<file path="src/rtl/rv_pkg.sv">
// ============================================================================
// Package     : rv_pkg
// Description : Shared RV32 definitions. Holds the datapath widths, ALU
//               encodings, operand selects and the ID/EX registered bundle.
// Revision    : 1.0 - initial release
// ============================================================================
`default_nettype none

package rv_pkg;

    localparam int RV_WIDTH  = 32;
    localparam int RV_REG_AW = 5;

    localparam logic [3:0] ALU_ADD  = 4'd0;
    localparam logic [3:0] ALU_SUB  = 4'd1;
    localparam logic [3:0] ALU_SLL  = 4'd2;
    localparam logic [3:0] ALU_SLT  = 4'd3;
    localparam logic [3:0] ALU_SLTU = 4'd4;
    localparam logic [3:0] ALU_XOR  = 4'd5;
    localparam logic [3:0] ALU_SRL  = 4'd6;
    localparam logic [3:0] ALU_SRA  = 4'd7;
    localparam logic [3:0] ALU_OR   = 4'd8;
    localparam logic [3:0] ALU_AND  = 4'd9;

    localparam logic A_SEL_RS1 = 1'b0;
    localparam logic A_SEL_PC  = 1'b1;
    localparam logic B_SEL_RS2 = 1'b0;
    localparam logic B_SEL_IMM = 1'b1;

    typedef struct packed {
        logic [RV_WIDTH-1:0]  pc;
        logic [RV_WIDTH-1:0]  rs1_data;
        logic [RV_WIDTH-1:0]  rs2_data;
        logic [RV_WIDTH-1:0]  imm;
        logic [RV_REG_AW-1:0] rs1_addr;
        logic [RV_REG_AW-1:0] rs2_addr;
        logic [RV_REG_AW-1:0] rd_addr;
        logic [3:0]           alu_sel;
        logic                 a_sel;
        logic                 b_sel;
        logic                 rd_we;
        logic                 is_load;
    } id_ex_t;

endpackage

`default_nettype wire

</file>
<file path="src/rtl/fwd_mux.sv">
// ============================================================================
// Module      : fwd_mux
// Description : Source-priority operand forwarding mux (MEM over WB over the
//               registered value); register x0 is never forwarded.
// Revision    : 1.0 - initial release
// ============================================================================
`default_nettype none

module fwd_mux #(
    parameter int WIDTH  = 32,
    parameter int REG_AW = 5
) (
    input  logic [REG_AW-1:0] rs_addr,
    input  logic [WIDTH-1:0]  rs_data,
    input  logic              mem_rd_we,
    input  logic [REG_AW-1:0] mem_rd_addr,
    input  logic [WIDTH-1:0]  mem_rd_data,
    input  logic              wb_rd_we,
    input  logic [REG_AW-1:0] wb_rd_addr,
    input  logic [WIDTH-1:0]  wb_rd_data,
    output logic [WIDTH-1:0]  fwd_data
);

    logic w_rs_nonzero;
    logic w_mem_hit;
    logic w_wb_hit;

    assign w_rs_nonzero = (rs_addr != '0);
    assign w_mem_hit    = w_rs_nonzero & mem_rd_we & (mem_rd_addr == rs_addr);
    assign w_wb_hit     = w_rs_nonzero & wb_rd_we & (wb_rd_addr == rs_addr);

    always_comb begin
        fwd_data = rs_data;
        if (w_mem_hit) begin
            fwd_data = mem_rd_data;
        end else if (w_wb_hit) begin
            fwd_data = wb_rd_data;
        end
    end

endmodule

`default_nettype wire

</file>
<file path="src/rtl/id_ex_stage.sv">
// ============================================================================
// Module      : id_ex_stage
// Description : RV32 ID/EX pipeline register with MEM/WB forwarding, ALU
//               operand selection and load-use bubble insertion.
//               Optional event counters enabled by macro ID_EX_PERF_EN.
// Revision    : 1.0 - initial release
// ============================================================================
`default_nettype none

module id_ex_stage
    import rv_pkg::*;
#(
    parameter int WIDTH  = RV_WIDTH,
    parameter int REG_AW = RV_REG_AW
) (
    input  logic              clk,
    input  logic              rst,

    input  logic              id_valid,
    output logic              id_ready,
    input  logic [WIDTH-1:0]  id_pc,
    input  logic [WIDTH-1:0]  id_rs1_data,
    input  logic [WIDTH-1:0]  id_rs2_data,
    input  logic [WIDTH-1:0]  id_imm,
    input  logic [REG_AW-1:0] id_rs1_addr,
    input  logic [REG_AW-1:0] id_rs2_addr,
    input  logic [REG_AW-1:0] id_rd_addr,
    input  logic              id_rs1_used,
    input  logic              id_rs2_used,
    input  logic [3:0]        id_alu_sel,
    input  logic              id_a_sel,
    input  logic              id_b_sel,
    input  logic              id_rd_we,
    input  logic              id_is_load,

    input  logic              flush,
    input  logic              ex_ready,
    output logic              ex_valid,
    output logic [WIDTH-1:0]  ex_alu_a,
    output logic [WIDTH-1:0]  ex_alu_b,
    output logic [3:0]        ex_alu_sel,
    output logic [WIDTH-1:0]  ex_pc,
    output logic [WIDTH-1:0]  ex_store_data,
    output logic [REG_AW-1:0] ex_rd_addr,
    output logic              ex_rd_we,
    output logic              ex_is_load,

    input  logic              mem_rd_we,
    input  logic              wb_rd_we,
    input  logic [REG_AW-1:0] mem_rd_addr,
    input  logic [REG_AW-1:0] wb_rd_addr,
    input  logic [WIDTH-1:0]  mem_rd_data,
    input  logic [WIDTH-1:0]  wb_rd_data,

    output logic [31:0]       perf_stall_cnt,
    output logic [31:0]       perf_bubble_cnt,
    output logic [31:0]       perf_flush_cnt
);

    id_ex_t             r_ex;
    logic               r_ex_valid;
    id_ex_t             w_id;
    logic               w_advance;
    logic               w_hazard;
    logic               w_capture;
    logic               w_wb_refresh;
    logic [WIDTH-1:0]   w_fwd_rs1;
    logic [WIDTH-1:0]   w_fwd_rs2;

    assign w_advance = ~r_ex_valid | ex_ready;
    assign w_hazard  = r_ex_valid & r_ex.is_load & (r_ex.rd_addr != '0) &
                       ((id_rs1_used & (id_rs1_addr == r_ex.rd_addr)) |
                        (id_rs2_used & (id_rs2_addr == r_ex.rd_addr)));
    assign w_capture = w_advance & id_valid & ~w_hazard;
    assign id_ready  = w_advance & ~w_hazard;

    // A stalled instruction must not miss a value retiring from WB while it waits.
    assign w_wb_refresh = wb_rd_we & (wb_rd_addr != '0);

    always_comb begin
        w_id          = '0;
        w_id.pc       = id_pc;
        w_id.rs1_data = id_rs1_data;
        w_id.rs2_data = id_rs2_data;
        w_id.imm      = id_imm;
        w_id.rs1_addr = id_rs1_addr;
        w_id.rs2_addr = id_rs2_addr;
        w_id.rd_addr  = id_rd_addr;
        w_id.alu_sel  = id_alu_sel;
        w_id.a_sel    = id_a_sel;
        w_id.b_sel    = id_b_sel;
        w_id.rd_we    = id_rd_we;
        w_id.is_load  = id_is_load;
    end

    always_ff @(posedge clk) begin
        if (rst) begin
            r_ex_valid <= 1'b0;
            r_ex       <= '0;
        end else if (flush) begin
            r_ex_valid <= 1'b0;
        end else if (w_advance) begin
            r_ex_valid <= w_capture;
            if (w_capture) begin
                r_ex <= w_id;
            end
        end else if (r_ex_valid) begin
            if (w_wb_refresh && (wb_rd_addr == r_ex.rs1_addr)) begin
                r_ex.rs1_data <= wb_rd_data;
            end
            if (w_wb_refresh && (wb_rd_addr == r_ex.rs2_addr)) begin
                r_ex.rs2_data <= wb_rd_data;
            end
        end
    end

    fwd_mux #(
        .WIDTH  (WIDTH),
        .REG_AW (REG_AW)
    ) u_fwd_rs1 (
        .rs_addr     (r_ex.rs1_addr),
        .rs_data     (r_ex.rs1_data),
        .mem_rd_we   (mem_rd_we),
        .mem_rd_addr (mem_rd_addr),
        .mem_rd_data (mem_rd_data),
        .wb_rd_we    (wb_rd_we),
        .wb_rd_addr  (wb_rd_addr),
        .wb_rd_data  (wb_rd_data),
        .fwd_data    (w_fwd_rs1)
    );

    fwd_mux #(
        .WIDTH  (WIDTH),
        .REG_AW (REG_AW)
    ) u_fwd_rs2 (
        .rs_addr     (r_ex.rs2_addr),
        .rs_data     (r_ex.rs2_data),
        .mem_rd_we   (mem_rd_we),
        .mem_rd_addr (mem_rd_addr),
        .mem_rd_data (mem_rd_data),
        .wb_rd_we    (wb_rd_we),
        .wb_rd_addr  (wb_rd_addr),
        .wb_rd_data  (wb_rd_data),
        .fwd_data    (w_fwd_rs2)
    );

    assign ex_valid      = r_ex_valid;
    assign ex_alu_a      = (r_ex.a_sel == A_SEL_PC)  ? r_ex.pc  : w_fwd_rs1;
    assign ex_alu_b      = (r_ex.b_sel == B_SEL_IMM) ? r_ex.imm : w_fwd_rs2;
    assign ex_alu_sel    = r_ex.alu_sel;
    assign ex_pc         = r_ex.pc;
    assign ex_store_data = w_fwd_rs2;
    assign ex_rd_addr    = r_ex.rd_addr;
    assign ex_rd_we      = r_ex.rd_we;
    assign ex_is_load    = r_ex.is_load;

`ifdef ID_EX_PERF_EN
    logic [31:0] r_stall_cnt;
    logic [31:0] r_bubble_cnt;
    logic [31:0] r_flush_cnt;

    always_ff @(posedge clk) begin
        if (rst) begin
            r_stall_cnt  <= '0;
            r_bubble_cnt <= '0;
            r_flush_cnt  <= '0;
        end else begin
            if (w_hazard & id_valid & w_advance) begin
                r_stall_cnt <= r_stall_cnt + 32'd1;
            end
            if (w_advance & ~flush & ~(id_valid & ~w_hazard)) begin
                r_bubble_cnt <= r_bubble_cnt + 32'd1;
            end
            if (flush & r_ex_valid) begin
                r_flush_cnt <= r_flush_cnt + 32'd1;
            end
        end
    end

    assign perf_stall_cnt  = r_stall_cnt;
    assign perf_bubble_cnt = r_bubble_cnt;
    assign perf_flush_cnt  = r_flush_cnt;
`else
    assign perf_stall_cnt  = '0;
    assign perf_bubble_cnt = '0;
    assign perf_flush_cnt  = '0;
`endif

endmodule

`default_nettype wire
</file>
<file path="config.mk">
export PLATFORM = sky130hd
export DESIGN_NAME = id_ex_stage
export DESIGN_NICKNAME = d
export VERILOG_FILES = /design/src/rtl/rv_pkg.sv /design/src/rtl/fwd_mux.sv /design/src/rtl/id_ex_stage.sv
export SDC_FILE = /design/constraint.sdc
export NUM_CORES = 1
export LEC_CHECK = 0
export CAP_MARGIN = 40
export CORE_AREA = 2 2 181 183
export DETAILED_ROUTE_END_ITERATION = 10
export DIE_AREA = 0 0 183 185
export HOLD_SLACK_MARGIN = 0.1
export PLACE_DENSITY = 0.73
export SLEW_MARGIN = 20
export SYNTH_ARGS = -nofsm -noshare
export SYNTH_HDL_FRONTEND = slang
export SYNTH_HIERARCHICAL = 1
export SYNTH_SLANG_ARGS = --single-unit
</file>
<file path="constraint.sdc">
create_clock -name clk -period 2.4 [get_ports clk]
set_input_delay 0.24 -clock clk [delete_from_list [all_inputs] [get_ports clk]]
set_output_delay 0.24 -clock clk [all_outputs]
set_load 0.02 [all_outputs]
</file>
### After elaboration in Yosys (flattened, before gate mapping)

Index checks and enable logic that the tools add are counted.

* equal/unequal tests: 7
* multiplexer cells: 11
* bitwise operators: 22
* reduce and logical (&&, ||, !) cells: 13

Operators with widths (number)
* $mux W32: 8
* $mux W64: 2
* $mux W119: 1
* $eq A5 B5 Y1: 6
* $reduce_bool A5 Y1: 4
* $and A1 B1 Y1: 17
* $reduce_and A4 Y1: 2
* $reduce_bool A2 Y1: 3
* $not A1 Y1: 3
* $reduce_and A3 Y1: 1
* $logic_and A1 B1 Y1: 2
* $ne A2 B1 Y1 const B: 1
* $or A1 B1 Y1: 2
* $reduce_or A2 Y1: 1

* bits in registers: 152
* bits of input ports: 234
* output and inout bits: 237
* logic and storage cells: 66

### Longest topological paths before layout

Gate-level depths: netlist of the first run.

* word-level depth: 8
* gate-level depth with buffers: 8
* gate-level depth less buffers: 5

### Hierarchy

Netlist of the first run, hierarchy kept.

By module, submodules not included
* id_ex_stage: times used 1, cells an instance 1069, area each 9957.0 µm², seq. area each 3042.9 µm²
* fwd_mux: times used 2, cells an instance 169, area each 948.4 µm², seq. area each 0.0 µm²

### Least setup slack after synthesis of the first run

Ideal clock, no wire load.

* kind: register to output
* from: reg r_ex[14] (netlist name)
* to: out ex_alu_b[10]
* arrival: 2190 ps
* required time: 2160 ps
* slack: -30 ps
* cell stages (with the launch flop): 7
* path buffers: 1
* path through: dfxtp_1 > or4_4 > o211ai_2 > clkbuf_2 > o21ai_0 > a31oi_1 > mux2_2

* word-level cells in the longest chain between the ends: 6

Ends and longest elaborated chain
* start, declared: line id_ex_stage.sv:60 `id_ex_t r_ex;`
* start signal, assigned: line id_ex_stage.sv:105 `r_ex <= w_id;`
* $reduce_bool A5 Y1: line fwd_mux.sv:28 `assign w_rs_nonzero = (rs_addr != '0);`
* $and A1 B1 Y1 (2 in a row): line fwd_mux.sv:30 `assign w_wb_hit = w_rs_nonzero & wb_rd_we & (wb_rd_addr == rs_addr);`
* $mux W32: line fwd_mux.sv:36 `end else if (w_wb_hit) begin`
* $mux W32 (*): line fwd_mux.sv:34 `if (w_mem_hit) begin`
* net ex_store_data[10]: line id_ex_stage.sv:43 `output logic [WIDTH-1:0] ex_store_data,`
* $mux W32 (*): line id_ex_stage.sv:149 `assign ex_alu_b = (r_ex.b_sel == B_SEL_IMM) ? r_ex.imm : w_fwd_rs2;`
* end, declared: line id_ex_stage.sv:40 `output logic [WIDTH-1:0] ex_alu_b,`

Mark *: on every way through the listed nets, which the timed path passes. The rest lies on a longest branch.

### Final worst setup path of the first run

* from: reg r_ex[22] (netlist name)
* to: out ex_alu_a[14]

* word-level cells in the longest chain between the ends: 6

Ends and longest elaborated chain
* $reduce_bool A5 Y1: line fwd_mux.sv:28
* $and A1 B1 Y1 (2 in a row): line fwd_mux.sv:30
* $mux W32: line fwd_mux.sv:36
* $mux W32 (*): line fwd_mux.sv:34
* net w_fwd_rs1[14]: line id_ex_stage.sv:67 `logic [WIDTH-1:0] w_fwd_rs1;`
* $mux W32 (*): line id_ex_stage.sv:148 `assign ex_alu_a = (r_ex.a_sel == A_SEL_PC) ? r_ex.pc : w_fwd_rs1;`
* end, declared: line id_ex_stage.sv:39 `output logic [WIDTH-1:0] ex_alu_a,`

Marks and branches as above.

==> impl_metrics.json, run 1 <==
{
  "drc": 0,
  "pwr-share-seq_pct": 31.9,
  "maxCapViolations": 0,
  "grt_usage_pct": 26.9,
  "finClkSkew_ns": 0.0126,
  "violations": "negative setup slack",
  "internal_power_mw": 5.97,
  "finalSetupViolations": 96,
  "power_per_cell_area_nw_per_um2": 495,
  "netSwitchingPower_mw": 2.85,
  "maxSlewHeadroom_pct": 43.5,
  "wl_per_cell_um": 22.1,
  "drv_slew": 0,
  "area_growth_pct": 50.3,
  "ctsHoldBuffers": 0,
  "fp-row-count": 66,
  "tns_ns": -40.63,
  "synth_top_area_cell": "dfxtp_1",
  "fp.dieW_um": 183,
  "die_area_um2": 33900,
  "clockBufferDepth": 2,
  "p_clk_share_pct": 33.3,
  "clock_sinks": 152,
  "synth_warnings": 6,
  "grt_pass1_wl_um": 69800,
  "synth_ff_type": "dfxtp_1",
  "startpoint_type": "flip-flop",
  "vias_per_cell": 5.57,
  "synth_most_common_cell": "nand2b_1",
  "num_vias": 12200,
  "max_slew.worst_pin.slew_ns": 0.847,
  "synth-edff-count": 0,
  "htreeDepth": 4,
  "path_max_fanout": 9,
  "grt_max_degree": 240,
  "pwr-share-comb_pct": 34.8,
  "status": "complete, but fails checks",
  "synthTopCellsByCount": "nand2b_1, buf_4, dfxtp_1",
  "dr.pass1.iters": 7,
  "grt_setup_unrepaired": "true",
  "io_pins": 471,
  "path_clk_slew_ns": 0.07,
  "insertion_delay_ns": 0.45,
  "antenna_found_initial": 5,
  "hold_viol_final": 0,
  "synth_top_area_share_pct": 25.7,
  "finalCriticalPeriod_ns": 2.94,
  "dp_hpwl_um": 32200,
  "cts-root-buf": "clkbuf_16",
  "fin_crit_sh_pct": 123,
  "wl_um": 48500,
  "vdd_drop_max_mv": 0.503,
  "die_h_um": 185,
  "crit_arrival_ns": 2.70,
  "worstSetupPathType": "flip-flop to output port",
  "cpPeakStageDelay_ns": 0.58,
  "dr.first_iter.drc_count": 989,
  "hold_class": "input port to flip-flop",
  "first_global_vias": 11900,
  "port_buffers": 374,
  "syn_area_per_cell_um2": 8.42,
  "critPathSlowestCell": "or4_4",
  "swShare_pct": 32.3,
  "core_um2": 32000,
  "ys_async_sr_fraction_pct": 0,
  "critPathRequiredTime_ns": 2.16,
  "numCtsBuffers": 17,
  "ant_nets": 0,
  "ys_types": 42,
  "syn_area_um2": 11900,
  "seq_area_frac_synth_pct": 25.7,
  "cp-end-kind": "output port",
  "grt_overflow_total": 0,
  "fin_ws_ns": -0.544,
  "cts_tree": "built",
  "crit_chain": "or4_4 -> o211ai_4 -> buf_6 -> or2_4 -> buf_12 -> a31oi_1 -> mux2_4 -> buf_4",
  "fin_nets": 2001,
  "p_leak_nw": 6.82,
  "max_freq_mhz": 340,
  "fin_hold_ws_ns": 0.354,
  "ys_ff_latch": 152,
  "ys_top_cells_by_area": "dfxtp_1, mux2i_1, nand2b_1, buf_4, mux2_2",
  "synth_cells": 1407,
  "drive_gt1_share_pct": 23.2,
  "gp_congestion": 0.850,
  "start_util_pct": 37.0
}
==> final cells by class <==
type / count / area [um^2]
Fill cell: 2803 / 14200
Multi-Input combinational cell: 1082 / 8300
Antenna cell: 4 / 10.0
Clock buffer: 21 / 470
Sequential cell: 152 / 3050
Tap cell: 408 / 510
Timing Repair Buffer: 514 / 5330
Clock inverter: 10 / 144
==> worst max-delay path: cells and delay by family, from the launching register on <==
| kind | cells | cell delay, ns |
|---|---|---|
| and+or+nand+nor | 2 | 0.78 |
| buffers and inverters | 3 | 0.47 |
| DFF | 1 | 0.32 |
| muxes | 1 | 0.30 |
| AOI/OAI and AO/OA | 2 | 0.35 |
==> placed cells by master, fill, tap and decap left out, types with 36 or more instances in the layout <==
master	count
clkdlybuf4s50_1	276
nand2b_1	239
mux2i_1	151
dfxtp_1	144
buf_4	115
conb_1	96
buf_6	66
and2_1	65
a32o_1	64
a21oi_1	64
nand3_1	64
nor3_1	62
mux2_4	39
buf_12	36
==> timing repair <==
action                                 in CTS  in global routing
endpoints found under the hold margin       0                  0
cloned                                      5                  3
setup buffers                              11                  9
setup endpoints to repair                  97                 97
pin swaps                                   7                  5
gates resized for setup                   593                 86
==> sequential cells by signal, summed over array words and instances (netlist names) <==
name,cells
r_ex,108
ex_rd_we,1
ex_pc,32
ex_alu_sel,4
ex_is_load,1
ex_valid,1
ex_rd_addr,5
==> power by group through the flow <==
stage | combinational [mW] | sequential (mW) | clock [mW]
2_1_floorplan | 1.60 | 2.83 | 0
3_3_place_gp | 2.77 | 2.85 | 0
3_5_place_dp | 2.80 | 2.86 | 0
4_1_cts | 2.93 | 2.80 | 2.97
5_1_grt | 3.22 | 2.83 | 3.06
6_report | 3.07 | 2.81 | 2.94
==> worst paths after layout <==
| check | startpoint | end | slack, ns | depth (start not counted) |
|---|---|---|---|---|
| max | r_ex[22]$_SDFFE_PP0P_ | ex_alu_a[14] | -0.54 | 8 |
| min reg2reg | r_ex[28]$_SDFFE_PP0P_ | r_ex[28]$_SDFFE_PP0P_ | 0.47 | 2 |
| min | id_pc[8] | ex_pc[8]$_SDFFE_PP0P_ | 0.35 | 3 |
| max reg2reg | ex_rd_addr[0]$_SDFFE_PP0P_ | r_ex[72]$_SDFFE_PP0P_ | 0.16 | 7 |
==> metrics by stage <==
step	utilization (%)	instance area, um^2	power, mW	std cells	setup slack [ns]
finish	55.6	17800	8.82	2191	-0.544
global placement	50.9	16300	5.62	2131	-0.620
CTS	54.4	17400	8.70	2178	-0.513
detailed placement	50.9	16300	5.65	2131	-0.617
floorplan	-	12400	4.43	1502	0.0153
global route	55.6	17800	9.11	2190	-0.556
==> per-layer routing <==
metal  vias to the layer above  wire (um)  global-route usage, %
li1                       5505          -                      -
met1                      5872      19700                   32.6
met3                       116       3670                   5.56
met4                         2       1730                   12.5
met2                       705      23400                   45.8
met5                         -         12                      0
==> kinds of logic (layout without fill, tap and decap cells) <==
family	Yosys count	after routing	share of synthesized area (%)
compound gates	274	274	15.7
xor+xnor	40	40	2.96
mux	215	215	18.8
other cells	1	100	0.0316
simple gates	457	457	22.9
buf+inv	268	545	13.9
flops	152	152	25.7
No activity file was read; power rests on OpenSTA's default activity.
==> run 2: changes to the inputs <==
Settings changed: CORE_AREA 2 2 181 183 to unset, CORE_MARGIN set to 2, CORE_UTILIZATION set to 35, DIE_AREA 0 0 183 185 to unset, PLACE_DENSITY 0.73 to 0.7.
==> run 2 against run 1 <==
Effect of this change:
- the run still ends with negative setup slack left
- clock-buffer cell count unchanged
- critical path depth unchanged
- clock skew down 0.0015 ns
- total power up 2.4%
- design area up 3.9%
- sequential power about the same
- sequential share of layout area down 0.64 points
- combinational power up 4%
- clock power up 3%
- final cell count up 3.0%
- non-clock buffer count up 28
- global-route usage down 0.60 points
==> impl_metrics.json, run 2 (synthesis results as in run 1) <==
{
  "min_path_cells": 3,
  "grt_pass1_wl_um": 71300,
  "max_slew.worst_pin.slew_ns": 0.610,
  "start_util_pct": 35.4,
  "first_global_vias": 12100,
  "nFillCells": 2924,
  "fin_crit_sh_pct": 123,
  "cts_tree": "built",
  "cts-root-buf": "clkbuf_16",
  "crit_arrival_ns": 2.71,
  "drc": 0,
  "fin_ws_ns": -0.546,
  "worstHoldStart": "id_imm[13]",
  "grt_overflow_total": 0,
  "grt_setup_unrepaired": "true",
  "reg2regPathDepth": 6,
  "r2r_slack_ns": 0.11,
  "startpoint_type": "flip-flop",
  "ctsHoldBuffers": 0,
  "power_per_cell_area_nw_per_um2": 487,
  "drive_gt1_share_pct": 26.3,
  "status": "complete, but fails checks",
  "max_freq_mhz": 339,
  "critPathRequiredTime_ns": 2.16,
  "fin_nets": 2029,
  "numCtsBuffers": 17,
  "dr.first_iter.drc_count": 687,
  "cp-end-kind": "output port",
  "p_leak_nw": 7.12,
  "gp_congestion": 0.834,
  "area_growth_pct": 56.2,
  "utilization_pct": 55.3,
  "core_um2": 33400,
  "placed_cells": 2177,
  "antenna_found_initial": 2,
  "fin_cells": 2257,
  "vias_per_cell": 5.42,
  "maxSlewHeadroom_pct": 59.4,
  "dp_hpwl_um": 33000,
  "r2r_start": "ex_rd_addr[0]$_SDFFE_PP0P_",
  "fp.dieW_um": 188,
  "wl_per_cell_um": 22.3,
  "fp-row-count": 67,
  "insertion_delay_ns": 0.46,
  "hold_path_end": "r_ex[36]$_SDFFE_PP0P_",
  "regMostFlops": "r_ex",
  "ant_nets": 0,
  "largest_reg_flops": 108,
  "io_pins": 471,
  "violations": "negative setup slack",
  "port_buffers": 374,
  "num_vias": 12200,
  "multi_input_area_um2": 8560,
  "path_clk_slew_ns": 0.07,
  "drv_slew": 0,
  "clock_sinks": 152,
  "wl_um": 50400,
  "die_area_um2": 35400,
  "finalCriticalPeriod_ns": 2.95,
  "grt_usage_pct": 26.3,
  "dr.pass1.iters": 5,
  "grt_max_degree": 169,
  "vdd_drop_max_mv": 0.523,
  "finClkSkew_ns": 0.0111,
  "timing.rr.end": "ex_pc[14]$_SDFFE_PP0P_",
  "path_max_fanout": 8,
  "clockBufferDepth": 2,
  "worstSetupPathType": "flip-flop to output port",
  "die_h_um": 188,
  "hold_class": "input port to flip-flop",
  "finalSetupViolations": 96,
  "power_mw": 9.02,
  "fin_hold_ws_ns": 0.345,
  "post-place-ws_ns": -0.790,
  "maxCapViolations": 0,
  "ff_latch_area_um2": 3050,
  "final_common_cell": "clkdlybuf4s50_1",
  "mostFrequentLayoutCells": "clkdlybuf4s50_1, nand2b_1, mux2i_1, dfxtp_1, buf_4",
  "htreeDepth": 4,
  "hold_viol_final": 0
}
==> run 2: cell count changes in the layout (fill, tap and decap cells not counted), sizes merged <==
cell,change
clkdlybuf4s15,+1
clkinv,+1
bufinv,+1
inv,-1
buf,+25
clkbuf,+2
diode,-3
==> run 2: power by group <==
part | switching (mW) | total [mW] | leakage, nW | internal, mW
combinational | 1.57 | 3.18 | 5.56 | 1.61
sequential | 0.112 | 2.81 | 1.25 | 2.70
clock | 1.21 | 3.04 | 0.305 | 1.82
total | 2.90 | 9.02 | 7.12 | 6.13
==> run 2: metal layers <==
metal  global-route usage, %  up-vias  wire length, um
li1                        -     5547                -
met1                    30.5     5948            20000
met2                    45.9      621            24400
met3                    6.34      122             3900
met4                    11.6        2             2070
met5                       0        -               11
==> run 2: worst max path at each step <==
stage / from / endpoint / slack, ns
5_1_grt: r_ex[22]$_SDFFE_PP0P_ / ex_alu_a[11] / -0.62
2_1_floorplan: r_ex[14]$_SDFFE_PP0P_ / ex_alu_b[0] / 0.02
3_3_place_gp: wb_rd_addr[0] / ex_alu_a[21] / -0.76
6_report: r_ex[22]$_SDFFE_PP0P_ / ex_alu_a[19] / -0.55
4_1_cts: r_ex[15]$_SDFFE_PP0P_ / ex_alu_b[13] / -0.58
3_5_place_dp: mem_rd_addr[3] / ex_alu_b[0] / -0.79
==> run 2: repair_timing <==
item,in CTS,in global routing
buffers inserted,22,19
setup endpoints to repair,97,113
gates cloned,6,5
pin swaps,10,16
gates resized for setup,510,222
==> run 2: layout make-up <==
type	count	area share, %
multi-input cells	1082	46.2
repair buffers	542	30.8
flip-flops and latches	152	16.5
well taps	448	3.03
clock buffers	21	2.54
clock inverters	11	0.919
diodes	1	0.0135
==> run 2: critical path, stage by stage (launching register included) <==
cell,delay [ns]
dfxtp_2,0.32
or4_4,0.59
o211ai_4,0.27
or2_4,0.27
buf_12,0.13
buf_12,0.15
a31oi_1,0.10
mux2_2,0.28
buf_6,0.13
==> run 2: per-stage QoR <==
stage / TNS [ns] / instance area, um^2
CTS: -44.64 / 17500
global placement: -65.51 / 16400
detailed placement: -75.96 / 16400
floorplan: 0 / 12400
finish: -43.58 / 18500
global route: -49.66 / 18500
